<file path="config.mk">
export PLATFORM = sky130hd
export DESIGN_NAME = load_store_unit
export DESIGN_NICKNAME = d
export VERILOG_FILES = /design/src/rtl/lsu_pkg.sv /design/src/rtl/lsu_lane_align.sv /design/src/rtl/load_store_unit.sv
export SDC_FILE = /design/constraint.sdc
export NUM_CORES = 1
export LEC_CHECK = 0
export CAP_MARGIN = 10
export CORE_UTILIZATION = 31
export CTS_BUF_LIST = sky130_fd_sc_hd__clkbuf_16
export CTS_CLUSTER_DIAMETER = 200
export DETAILED_ROUTE_END_ITERATION = 7
export RECOVER_POWER = 100
export SLEW_MARGIN = 20
export SYNTH_ARGS = -nofsm -noshare
export SYNTH_HDL_FRONTEND = slang
export SYNTH_SLANG_ARGS = --single-unit
</file>
<file path="constraint.sdc">
create_clock -name clk -period 6.02 [get_ports clk]
set_clock_uncertainty 0.1 [all_clocks]
set_input_delay 0.903 -clock clk [delete_from_list [all_inputs] [get_ports clk]]
set_output_delay 0.903 -clock clk [all_outputs]
set_load 0.1 [all_outputs]
</file>
<file path="src/rtl/lsu_pkg.sv">
// Shared types for the load/store unit: FSM states, access size codes and
// the size/alignment legality rule used at request accept.
package lsu_pkg;

  typedef enum logic [2:0] {
    IDLE = 3'd0,
    RD   = 3'd1,
    RDW  = 3'd2,
    WR   = 3'd3,
    RSP  = 3'd4
  } state_t;

  localparam logic [1:0] SZ_B   = 2'd0;
  localparam logic [1:0] SZ_H   = 2'd1;
  localparam logic [1:0] SZ_W   = 2'd2;
  localparam logic [1:0] SZ_BAD = 2'd3;

  // True when the size code is illegal or the low address bits break natural alignment.
  function automatic logic size_addr_bad(input logic [1:0] size, input logic [1:0] lo);
    case (size)
      SZ_B:    size_addr_bad = 1'b0;
      SZ_H:    size_addr_bad = lo[0];
      SZ_W:    size_addr_bad = (lo != 2'b00);
      default: size_addr_bad = 1'b1;
    endcase
  endfunction

endpackage

</file>
<file path="src/rtl/lsu_lane_align.sv">
// Byte-lane steering between a memory word and the core: load extraction with
// sign/zero extension, and store merge of a byte/half into a read word.
module lsu_lane_align
  import lsu_pkg::*;
#(
  parameter int W = 32
) (
  input  logic [W-1:0] rdata,
  input  logic [W-1:0] wdata,
  input  logic [1:0]   size,
  input  logic [1:0]   lane,
  input  logic         uns,
  output logic [W-1:0] ld_data,
  output logic [W-1:0] st_data
);

  logic signed [7:0]  b_v;
  logic signed [15:0] h_v;

  always_comb begin
    b_v     = rdata[{lane, 3'b000} +: 8];
    h_v     = rdata[{lane[1], 4'b0000} +: 16];
    ld_data = rdata;
    st_data = rdata;
    case (size)
      SZ_B: begin
        ld_data = uns ? {{(W-8){1'b0}}, b_v} : {{(W-8){b_v[7]}}, b_v};
        st_data[{lane, 3'b000} +: 8] = wdata[7:0];
      end
      SZ_H: begin
        ld_data = uns ? {{(W-16){1'b0}}, h_v} : {{(W-16){h_v[15]}}, h_v};
        st_data[{lane[1], 4'b0000} +: 16] = wdata[15:0];
      end
      SZ_W: st_data = wdata;
      default: begin
        ld_data = rdata;
        st_data = rdata;
      end
    endcase
  end

endmodule

</file>
<file path="src/rtl/load_store_unit.sv">
// Data-memory initiator: one outstanding load/store, read-modify-write for
// sub-word stores, registered memory strobes and a held response channel.
module load_store_unit
  import lsu_pkg::*;
#(
  parameter int W   = 32,
  parameter int N   = 5,
  parameter int AW  = $clog2(N),
  parameter int BAW = $clog2(N) + 2
) (
  input  logic           clk,
  input  logic           rst_n,
  input  logic           req_valid,
  output logic           req_ready,
  input  logic           req_we,
  input  logic [1:0]     req_size,
  input  logic           req_unsigned,
  input  logic [BAW-1:0] req_addr,
  input  logic [W-1:0]   req_wdata,
  output logic           rsp_valid,
  input  logic           rsp_ready,
  output logic [W-1:0]   rsp_rdata,
  output logic           rsp_err,
  output logic [AW-1:0]  mem_address,
  output logic           mem_read,
  output logic           mem_write,
  output logic [W-1:0]   mem_wdata,
  input  logic [W-1:0]   mem_rdata
);

  state_t       state;
  logic         cap_we;
  logic [1:0]   cap_size;
  logic         cap_uns;
  logic [1:0]   cap_lane;
  logic [W-1:0] cap_wdata;
  logic [W-1:0] ld_data;
  logic [W-1:0] st_data;
  logic         req_bad;

  assign req_ready = (state == IDLE);
  assign req_bad   = size_addr_bad(req_size, req_addr[1:0]) ||
                     ({1'b0, req_addr[BAW-1:2]} >= (AW+1)'(N));

  lsu_lane_align #(.W(W)) u_align (
    .rdata   (mem_rdata),
    .wdata   (cap_wdata),
    .size    (cap_size),
    .lane    (cap_lane),
    .uns     (cap_uns),
    .ld_data (ld_data),
    .st_data (st_data)
  );

  // Request capture: pure datapath, only consumed once the FSM has left IDLE.
  always_ff @(posedge clk) begin
    if (state == IDLE && req_valid) begin
      cap_we    <= req_we;
      cap_size  <= req_size;
      cap_uns   <= req_unsigned;
      cap_lane  <= req_addr[1:0];
      cap_wdata <= req_wdata;
    end
  end

  always_ff @(posedge clk or negedge rst_n) begin
    if (!rst_n) begin
      state       <= IDLE;
      rsp_valid   <= 1'b0;
      rsp_err     <= 1'b0;
      rsp_rdata   <= '0;
      mem_read    <= 1'b0;
      mem_write   <= 1'b0;
      mem_address <= '0;
      mem_wdata   <= '0;
    end else begin
      case (state)
        IDLE: begin
          if (req_valid) begin
            mem_address <= req_addr[BAW-1:2];
            rsp_rdata   <= '0;
            rsp_err     <= req_bad;
            if (req_bad) begin
              rsp_valid <= 1'b1;
              state     <= RSP;
            end else if (req_we && req_size == SZ_W) begin
              mem_wdata <= req_wdata;
              mem_write <= 1'b1;
              state     <= WR;
            end else begin
              mem_read <= 1'b1;
              state    <= RD;
            end
          end
        end
        RD: begin
          mem_read <= 1'b0;
          state    <= RDW;
        end
        // Read word is on mem_rdata now: either finish the load or launch the merged write.
        RDW: begin
          if (cap_we) begin
            mem_wdata <= st_data;
            mem_write <= 1'b1;
            state     <= WR;
          end else begin
            rsp_rdata <= ld_data;
            rsp_valid <= 1'b1;
            state     <= RSP;
          end
        end
        WR: begin
          mem_write <= 1'b0;
          rsp_valid <= 1'b1;
          state     <= RSP;
        end
        RSP: begin
          if (rsp_ready) begin
            rsp_valid <= 1'b0;
            state     <= IDLE;
          end
        end
        default: state <= IDLE;
      endcase
    end
  end

endmodule

</file>
# Word level (Yosys, flattened, before mapping)
# Cells that the tools add are included.
[totals]
ff_bits = 112
inputBits = 77
out_inout_bits = 72
word_cells = 91
[classes]
addsub = 2
order_cmp = 1
eq_ne = 16
shift = 6
mux = 35
reduce_logical = 18
[op_table]
columns = ["cell", "n"]
rows = [
  ["2-to-1 mux 32 bit", 8],
  ["case mux 32 bit (2 select lines)", 3],
  ["case mux 32 bit (3 select lines)", 1],
  ["bitwise mux 32 bit", 2],
  ["variable shift 16 x 7 -> 32 bit (first input constant)", 1],
  ["variable shift 8 x 7 -> 32 bit (first input constant)", 1],
  ["indexed part select 16 x 7 -> 32 bit", 1],
  ["indexed part select 32 x 6 -> 16 bit", 1],
  ["indexed part select 32 x 6 -> 8 bit", 1],
  ["indexed part select 8 x 7 -> 32 bit", 1],
  ["case mux 3 bit (5 select lines)", 1],
  ["AND reduction 5 bit", 3],
  ["negator 5 -> 7 bit", 2],
  ["2-to-1 mux 3 bit", 4],
  ["!= test 2 bit (second input constant)", 6],
  ["2-to-1 mux 1 bit", 11],
  ["== test 3 x 2 -> 1 bit (second input constant)", 2],
  ["case mux 1 bit (3 select lines)", 2],
  ["nonzero test 2 bit", 3],
  ["== test 2 x 1 -> 1 bit (second input constant)", 2],
  ["== test 2 bit (second input constant)", 2],
  ["logical NOT 2 bit", 2],
  ["!= test 2 x 1 -> 1 bit (second input constant)", 2],
  ["case mux 1 bit (4 select lines)", 1],
  ["13 further kinds", 15],
]

# Logic depth before layout (Yosys ltp)
# Gate-level depths: netlist of run 1.
[logic_depth]
depth_word = 6
depth_mapped = 9
depth_no_buf = 7

# Hierarchy
# Synthesis of run 1 repeated with hierarchy kept, for this count alone.
[unflattened]
hier_cells = 542
hier_area_um2 = 6527.5
[by_module_without_submodules]
columns = ["mod", "n_inst", "cells_per_inst", "area_per_inst_um2", "seq_area_each_um2"]
rows = [
  ["load_store_unit", 1, 265, 4370.4, 2992.9],
  ["lsu_lane_align", 1, 277, 2157.1, 0.0],
]

# Least setup slack after synthesis of run 1
# No wires, ideal clock.
[synth_path]
path_kind = "register -> register"
startpoint = "register state[0]"
endpoint = "register mem_wdata[7]"
arrival_ns = 3.015
t_required_ns = 5.788
slack_ns = 2.773
path_stages_with_launch = 9
n_path_buf = 3
path_cell_list = "dfrtp_1 -> buf_2 -> nor3_2 -> and2_1 -> buf_4 -> a22oi_1 -> clkbuf_1 -> nand2_1 -> o21ai_0"
[synth_between]
elab_chain_cells = 3
elab_cells_between_ends = 9
cone_classes = "eq/ne (5); mux (1); reduce/logical (3)"
[synth_lines]
columns = ["element", "line", "source"]
rows = [
  ["from (decl)", "load_store_unit.sv:31", "state_t state;"],
  ["from (signal assigned)", "load_store_unit.sv:68", "state <= IDLE;"],
  ["from (signal assigned)", "load_store_unit.sv:85", "state <= RSP;"],
  ["from (signal assigned)", "load_store_unit.sv:89", "state <= WR;"],
  ["logical NOT 3 bit (*)", "n/a", ""],
  ["net req_ready", "load_store_unit.sv:14", "output logic req_ready,"],
  ["!= test 2 x 1 -> 1 bit (no source line) (tied with other cells)", "n/a", ""],
  ["AND reduction 5 bit (no source line)", "n/a", ""],
  ["to (signal assigned)", "load_store_unit.sv:87", "mem_wdata <= req_wdata;"],
  ["to (signal assigned)", "load_store_unit.sv:103", "mem_wdata <= st_data;"],
  ["to (decl)", "load_store_unit.sv:27", "output logic [W-1:0] mem_wdata,"],
]
# Mark *: on every way through the listed nets, which the timed path passes. The rest lies on a longest branch.
# A chain may end at the register's enable or synchronous reset.

# Worst setup path in the final report of run 1
[layout_path]
startpoint = "register state[1]"
endpoint = "register rsp_rdata[27]"
[layout_between]
elab_chain_cells = 3
elab_cells_between_ends = 7
cone_classes = "eq/ne (3); mux (1); reduce/logical (3)"
[layout_lines]
columns = ["element", "line", "source"]
rows = [
  ["== test 3 x 2 -> 1 bit / logical NOT 3 bit (equally long branches)", "load_store_unit.sv:77", "case (state)"],
  ["!= test 2 bit (no source line) / nonzero test 2 bit (equally long branches)", "n/a", ""],
  ["AND reduction 3 bit (no source line)", "n/a", ""],
  ["to (signal assigned)", "load_store_unit.sv:107", "rsp_rdata <= ld_data;"],
  ["to (decl)", "load_store_unit.sv:22", "output logic [W-1:0] rsp_rdata,"],
]
# Parallel ways exist; a longest one is shown, timed or not.

==> out/qor.txt, run 1 <==
Main combinational cell family by area after synthesis -> compound AO/OA/AOI/OAI gates
Clock Tree Buf Depth -> 2
Inserted Clock Buffers -> 9
Initial antenna violation count -> 0
EDFF count, synth -> 38
Via/cell ratio -> 5.43
Crit Path Class -> flop to flop
Largest net degree at the start of global routing -> 75
Post-synthesis net count -> 703
FP Rows -> 51
Clock slew at reported path FFs -> 0.07 ns
Fin nets -> 819
Fin. max-slew vios -> 69
Nature of the critical path startpoint -> flop
Hold Violations, Final -> 0
Top cell family by delay on the critical path -> buffers and inverters
Mux cell area share after synthesis -> 7.57%
Peak Freq -> 239 MHz
All-Layer GR Usage -> 20.0%
Cts hold-fix bufs -> 0
Post-DP HPWL -> 14300 um
Layout cells sized above 1 -> 9.16%
Drt wl/cell -> 19.7 um
Violated checks -> max-capacitance violations, max-slew violations
CP Launch Point -> state[1]
CP Max Fanout -> 40
Die X -> 144 um
Crit path DAT -> 4.38 ns
CTS root buffer -> clkbuf_16
Main synth FF type -> dfrtp_1
Synth Area in Compound Gates -> 26.9%
Crit end category -> flop
Final global-route overflow total -> 0
Number of fill cells -> 1942
RSZ-0062 raised after global routing -> no
Vias in the first global route -> 5284
Post-synth cell types -> 57
First drt pass iteration count -> 5
Starting DRT DRC Count -> 528
Final Power -> 0.00435 W
Synth Area in Adders -> 1.00%
Area grow syn2layout -> 30.7%
Reg area -> 2990 um^2
Post-Syn Area -> 6230 um^2
Setup TNS -> 0 ns
Final setup viols -> 0
Number of max-capacitance violations reported -> 2
Port Buf Inserts -> 148
HP Class -> flop to flop
Worst slew pin tran -> 1.77 ns
Core Area -> 19600 um^2
Global-route wire length before repair -> 31100 um
Leak pwr -> 3.35 nW
Die height -> 144 um
WP data required -> 6.22 ns
DRC violations left -> 0
Synth Area in Simple Gates -> 11.2%
Util after Layout -> 41.6%
Critical path, cell by cell -> nor3b_1 -> clkbuf_1 -> nand2_1 -> a2111oi_4 -> a221o_2
Worst skew pair latency -> 0.36 ns
Final hold slack -> 0.368 ns
Number of synthesized register bits -> 112
Yosys warning count -> 0
Post-layout min period -> 4.18 ns
Post-CTS Setup Bufs -> 0
Mapped Cells -> 621
Synth Area in XOR/XNOR -> 0%
Ports -> 149
Final instance area -> 8150 um^2
GPL Wtd Cong -> 0.932
Post-synthesis sequential area ratio -> 48.0%
Total wire length -> 19900 um
Status -> finished with violations
CTS tree -> built
CTS Sinks -> 112
Multi-input logic area -> 2900 um^2
Starting Density -> 31.8%
Min-delay src -> rsp_rdata[2]
Vias -> 5470
Syn Area/Cell -> 10.0 um^2
ANT nets after route -> 0
H-Tree Depth -> 3
Buf+Inv Stages, Crit Path -> 1
Pwr/cell area -> 534 nW/um^2
Worst reg2reg startpoint -> state[1]
Slowest cell delay on critical path -> 1.30 ns
Area post-placement -> 7870 um^2
Die area -> 20700 um^2
Relative slew slack -> -17.8%
Fraction of registers with async set/reset -> 66.1%
CP max stage cell -> clkbuf_1
Number of diodes -> 0
Peak VDD IR -> 0.318 mV
Resized cells post-CTS -> 0
Final worst-path cycle share -> 69.4%
==> final cells by class <==
type	instances	area share, %
Clock buffer	9	2.76
Timing Repair Buffer	156	19.0
Tap cell	265	4.07
Inverter	25	1.15
Multi-Input combinational cell	433	35.7
Clock inverter	7	0.568
Sequential cell	112	36.7
==> per-layer routing <==
metal | up-vias | global-route usage [%] | part of all wire (%)
met3 | 24 | 3.80 | 6.8
met4 | 0 | 5.49 | 1.9
met2 | 242 | 29.0 | 44
met5 | - | 0 | 0
li1 | 2577 | - | -
met1 | 2627 | 30.0 | 48
==> through the flow <==
step                      cells  setup WS [ns]
final                      1007           1.84
after global routing       1007           1.31
after CTS                  1006           2.67
after detailed placement    990           2.29
after global placement      990           2.41
after floorplan             621           2.77
==> cell usage in the layout (no fill, tap or decap), types with 14 or more instances in the layout <==
master           count
inv_1               25
a221o_1             24
clkdlybuf4s50_1     36
edfxtp_1            38
dfrtp_1             74
a221oi_1            14
a21oi_1             43
mux2_2              19
o21ai_0             98
o22ai_1             14
dlygate4sd3_1      111
nand2_1             67
nor2_1              22
==> flip-flops by register name (all words and copies together) (netlist names), 2 cells and up <==
name	cells
mem_address	3
rsp_rdata	32
cap_size	2
cap_lane	2
state	3
cap_wdata	32
mem_wdata	32
==> cells by family after synthesis <==
family | after synthesis
AOI/OAI and AO/OA | 251
adders and majority gates | 5
buffers and inverters | 76
DFF | 112
muxes | 36
and+or+nand+nor | 141
==> synth_stat cells, drive strengths merged, types with 5 or more instances <==
cell    number  share of area [%]
a21boi       6               0.72
a22o         8                1.1
nor2b        7               0.70
o21a         7               0.84
nand2       67                4.0
a211oi       9                1.1
mux2        19                3.4
a221o       34                5.7
nand3        6               0.48
a221oi      14                2.0
edfxtp      38                 18
dfrtp       74                 30
a21oi       43                3.5
inv         25                1.5
mux2i       10                1.6
buf         25                2.2
o21ai       99                7.9
nor3b       10                1.3
o22ai       14                1.4
clkbuf      26                1.6
nor2        23                1.4
mux4         7                2.5
ha           5                1.0
==> worst paths after layout <==
path / slack, ns / to / cells after the start
worst max-delay path: 1.84 / rsp_rdata[27] / 5
worst min-delay path: 0.37 / rsp_rdata[2] / 2
worst max register to register: 1.84 / rsp_rdata[27] / 5
worst min register to register: 0.37 / rsp_rdata[2] / 2
max in group asynchronous: 4.00 / mem_wdata[9] / 1
min in group asynchronous: 0.85 / mem_wdata[20] / 1
==> power by group <==
part / leakage (nW) / internal (W) / switching [W]
logic: 1.90 / 0.000573 / 0.00197
registers: 1.32 / 0.00106 / 0.000177
clock network: 0.131 / 0.000281 / 0.000284
total: 3.35 / 0.00191 / 0.00243
==> worst min-delay path, stage by stage (launching register included) <==
cell,delay [ns]
dfrtp_1,0.34
nand2_1,0.05
nand2_1,0.05
Note: power is estimated with default switching activity, not from simulation.
==> run 2, diff against run 1 <==
==> constraint.sdc (replaced) <==
create_clock -name clk -period 4.3 [get_ports clk]
set_clock_uncertainty 0.1 [all_clocks]
set_input_delay 0.645 -clock clk [delete_from_list [all_inputs] [get_ports clk]]
set_output_delay 0.645 -clock clk [all_outputs]
set_load 0.1 [all_outputs]
==> run 2 against run 1 <==
The run still ends with max-capacitance violations, max-slew violations left. Sequential power grew 44%. Combinational power grew 40%. Register-to-register slack lost 1.1 ns. Sequential cell count is the same. Routed wire length grew 6.3%. Clock-buffer cell count is the same. Die area is the same. Worst setup slack lost 1.1 ns.
==> out/qor.txt, run 2 (same netlist as run 1, synthesis figures left out) <==
Via/cell ratio -> 5.54
Starting Density -> 31.8%
Largest net degree at the start of global routing -> 75
RSZ-0062 raised after global routing -> no
HP Class -> flop to flop
Crit end category -> flop
Dpl cells -> 994
Nature of the critical path startpoint -> input port
Die X -> 144 um
Peak Freq -> 281 MHz
Total wire length -> 21100 um
CP Max Fanout -> 36
Worst setup path endpoint -> cap_wdata[9]
All-Layer GR Usage -> 20.9%
Core Area -> 19600 um^2
CP max stage cell -> clkbuf_1
Post-DP HPWL -> 15000 um
Peak VDD IR -> 0.509 mV
Pwr/cell area -> 755 nW/um^2
Final instance area -> 8130 um^2
Area grow syn2layout -> 30.4%
Worst skew pair latency -> 0.37 ns
Min-delay src -> rsp_rdata[2]
Violated checks -> max-capacitance violations, max-slew violations
CTS root buffer -> clkbuf_16
Final setup viols -> 0
Initial antenna violation count -> 0
CP Launch Point -> req_valid
FP Rows -> 51
Setup TNS -> 0 ns
Die height -> 144 um
Number of diodes -> 0
WP data required -> 4.16 ns
Resized cells post-CTS -> 0
Port Buf Inserts -> 148
Multi-input logic area -> 2890 um^2
Critical path, cell by cell -> dlygate4sd3_1 -> and2_0 -> clkbuf_1
CTS tree -> built
Post-layout min period -> 3.56 ns
Global-route wire length before repair -> 31600 um
Status -> finished with violations
Final global-route overflow total -> 0
Cts hold-fix bufs -> 0
Reg area -> 2990 um^2
Clock slew at reported path FFs -> 0.07 ns
DRC violations left -> 0
ANT nets after route -> 0
Worst reg2reg startpoint -> state[1]
GPL Wtd Cong -> 0.930
First drt pass iteration count -> 5
Non-Filler Instances -> 1010
Post-CTS Setup Bufs -> 0
Fin nets -> 822
Area post-placement -> 7900 um^2
Final worst-path cycle share -> 82.8%
Ports -> 149
Fin. max-slew vios -> 162
Clock Tree Buf Depth -> 2
Leak pwr -> 3.35 nW
Top Registers -> cap_wdata: 32 flops, mem_wdata: 32 flops, rsp_rdata: 32 flops
Drt wl/cell -> 20.9 um
Reg-to-reg endpoint -> rsp_rdata[23]
FF-to-FF setup slack -> 0.77 ns
Vias -> 5595
Number of max-capacitance violations reported -> 4
Most frequent cells in the layout -> 111 x dlygate4sd3_1, 98 x o21ai_0, 74 x dfrtp_1
Commonest non-fill, non-tap cell in the layout -> dlygate4sd3_1
Relative slew slack -> -37.8%
Worst slew pin tran -> 2.07 ns
Slowest cell delay on critical path -> 1.53 ns
Number of fill cells -> 1918
Vias in the first global route -> 5095
Crit path DAT -> 3.42 ns
CTS Sinks -> 112
Starting DRT DRC Count -> 610
H-Tree Depth -> 3
Layout cells sized above 1 -> 9.13%
Die area -> 20700 um^2
Hold Violations, Final -> 0
Inserted Clock Buffers -> 9
Crit Path Class -> input port to flop
Final Power -> 0.00613 W
Reg2Reg Depth -> 5
[run 2: report_power, final]
group          switching [W]  leakage [nW]  internal [W]
combinational        0.00276          1.90      0.000800
sequential          0.000287          1.32       0.00149
clock               0.000410         0.129      0.000393
[run 2: metrics by stage]
stage,util [%],hold WS [ns],setup slack [ns]
floorplan,-,0.249,1.05
global placement,40.3,0.358,1.32
detailed placement,40.3,0.366,1.26
CTS,41.7,0.383,1.19
global route,41.5,0.397,0.476
finish,41.5,0.371,0.739
[run 2: how the worst min path moves through the flow]
stage,to,slack [ns],cells past startpoint
after floorplan,mem_address[0],0.25,0
after global placement,rsp_rdata[14],0.36,1
after detailed placement,rsp_rdata[1],0.37,2
after CTS,rsp_rdata[1],0.38,2
after global routing,rsp_rdata[1],0.40,2
final,rsp_rdata[2],0.37,2
[run 2: layer usage]
layer,wire length [um],GRT usage [%],vias up
met1,9960,30.8,2743
met5,0,0,-
met4,375,7.17,0
li1,-,-,2584
met2,9070,29.7,248
met3,1720,4.63,20
[run 2: critical path, delay by kind of cell]
kind                   cells  cell delay (ns)
and+or+nand+nor            1             0.58
buffers and inverters      2             2.16
[run 2: final cells by class]
type / count / area share, %
clock inverters: 7 / 0.554
well taps: 265 / 4.08
repair buffers: 159 / 19.1
inverters: 25 / 1.15
clock buffers: 9 / 2.77
flip-flops and latches: 112 / 36.8
multi-input cells: 433 / 35.5
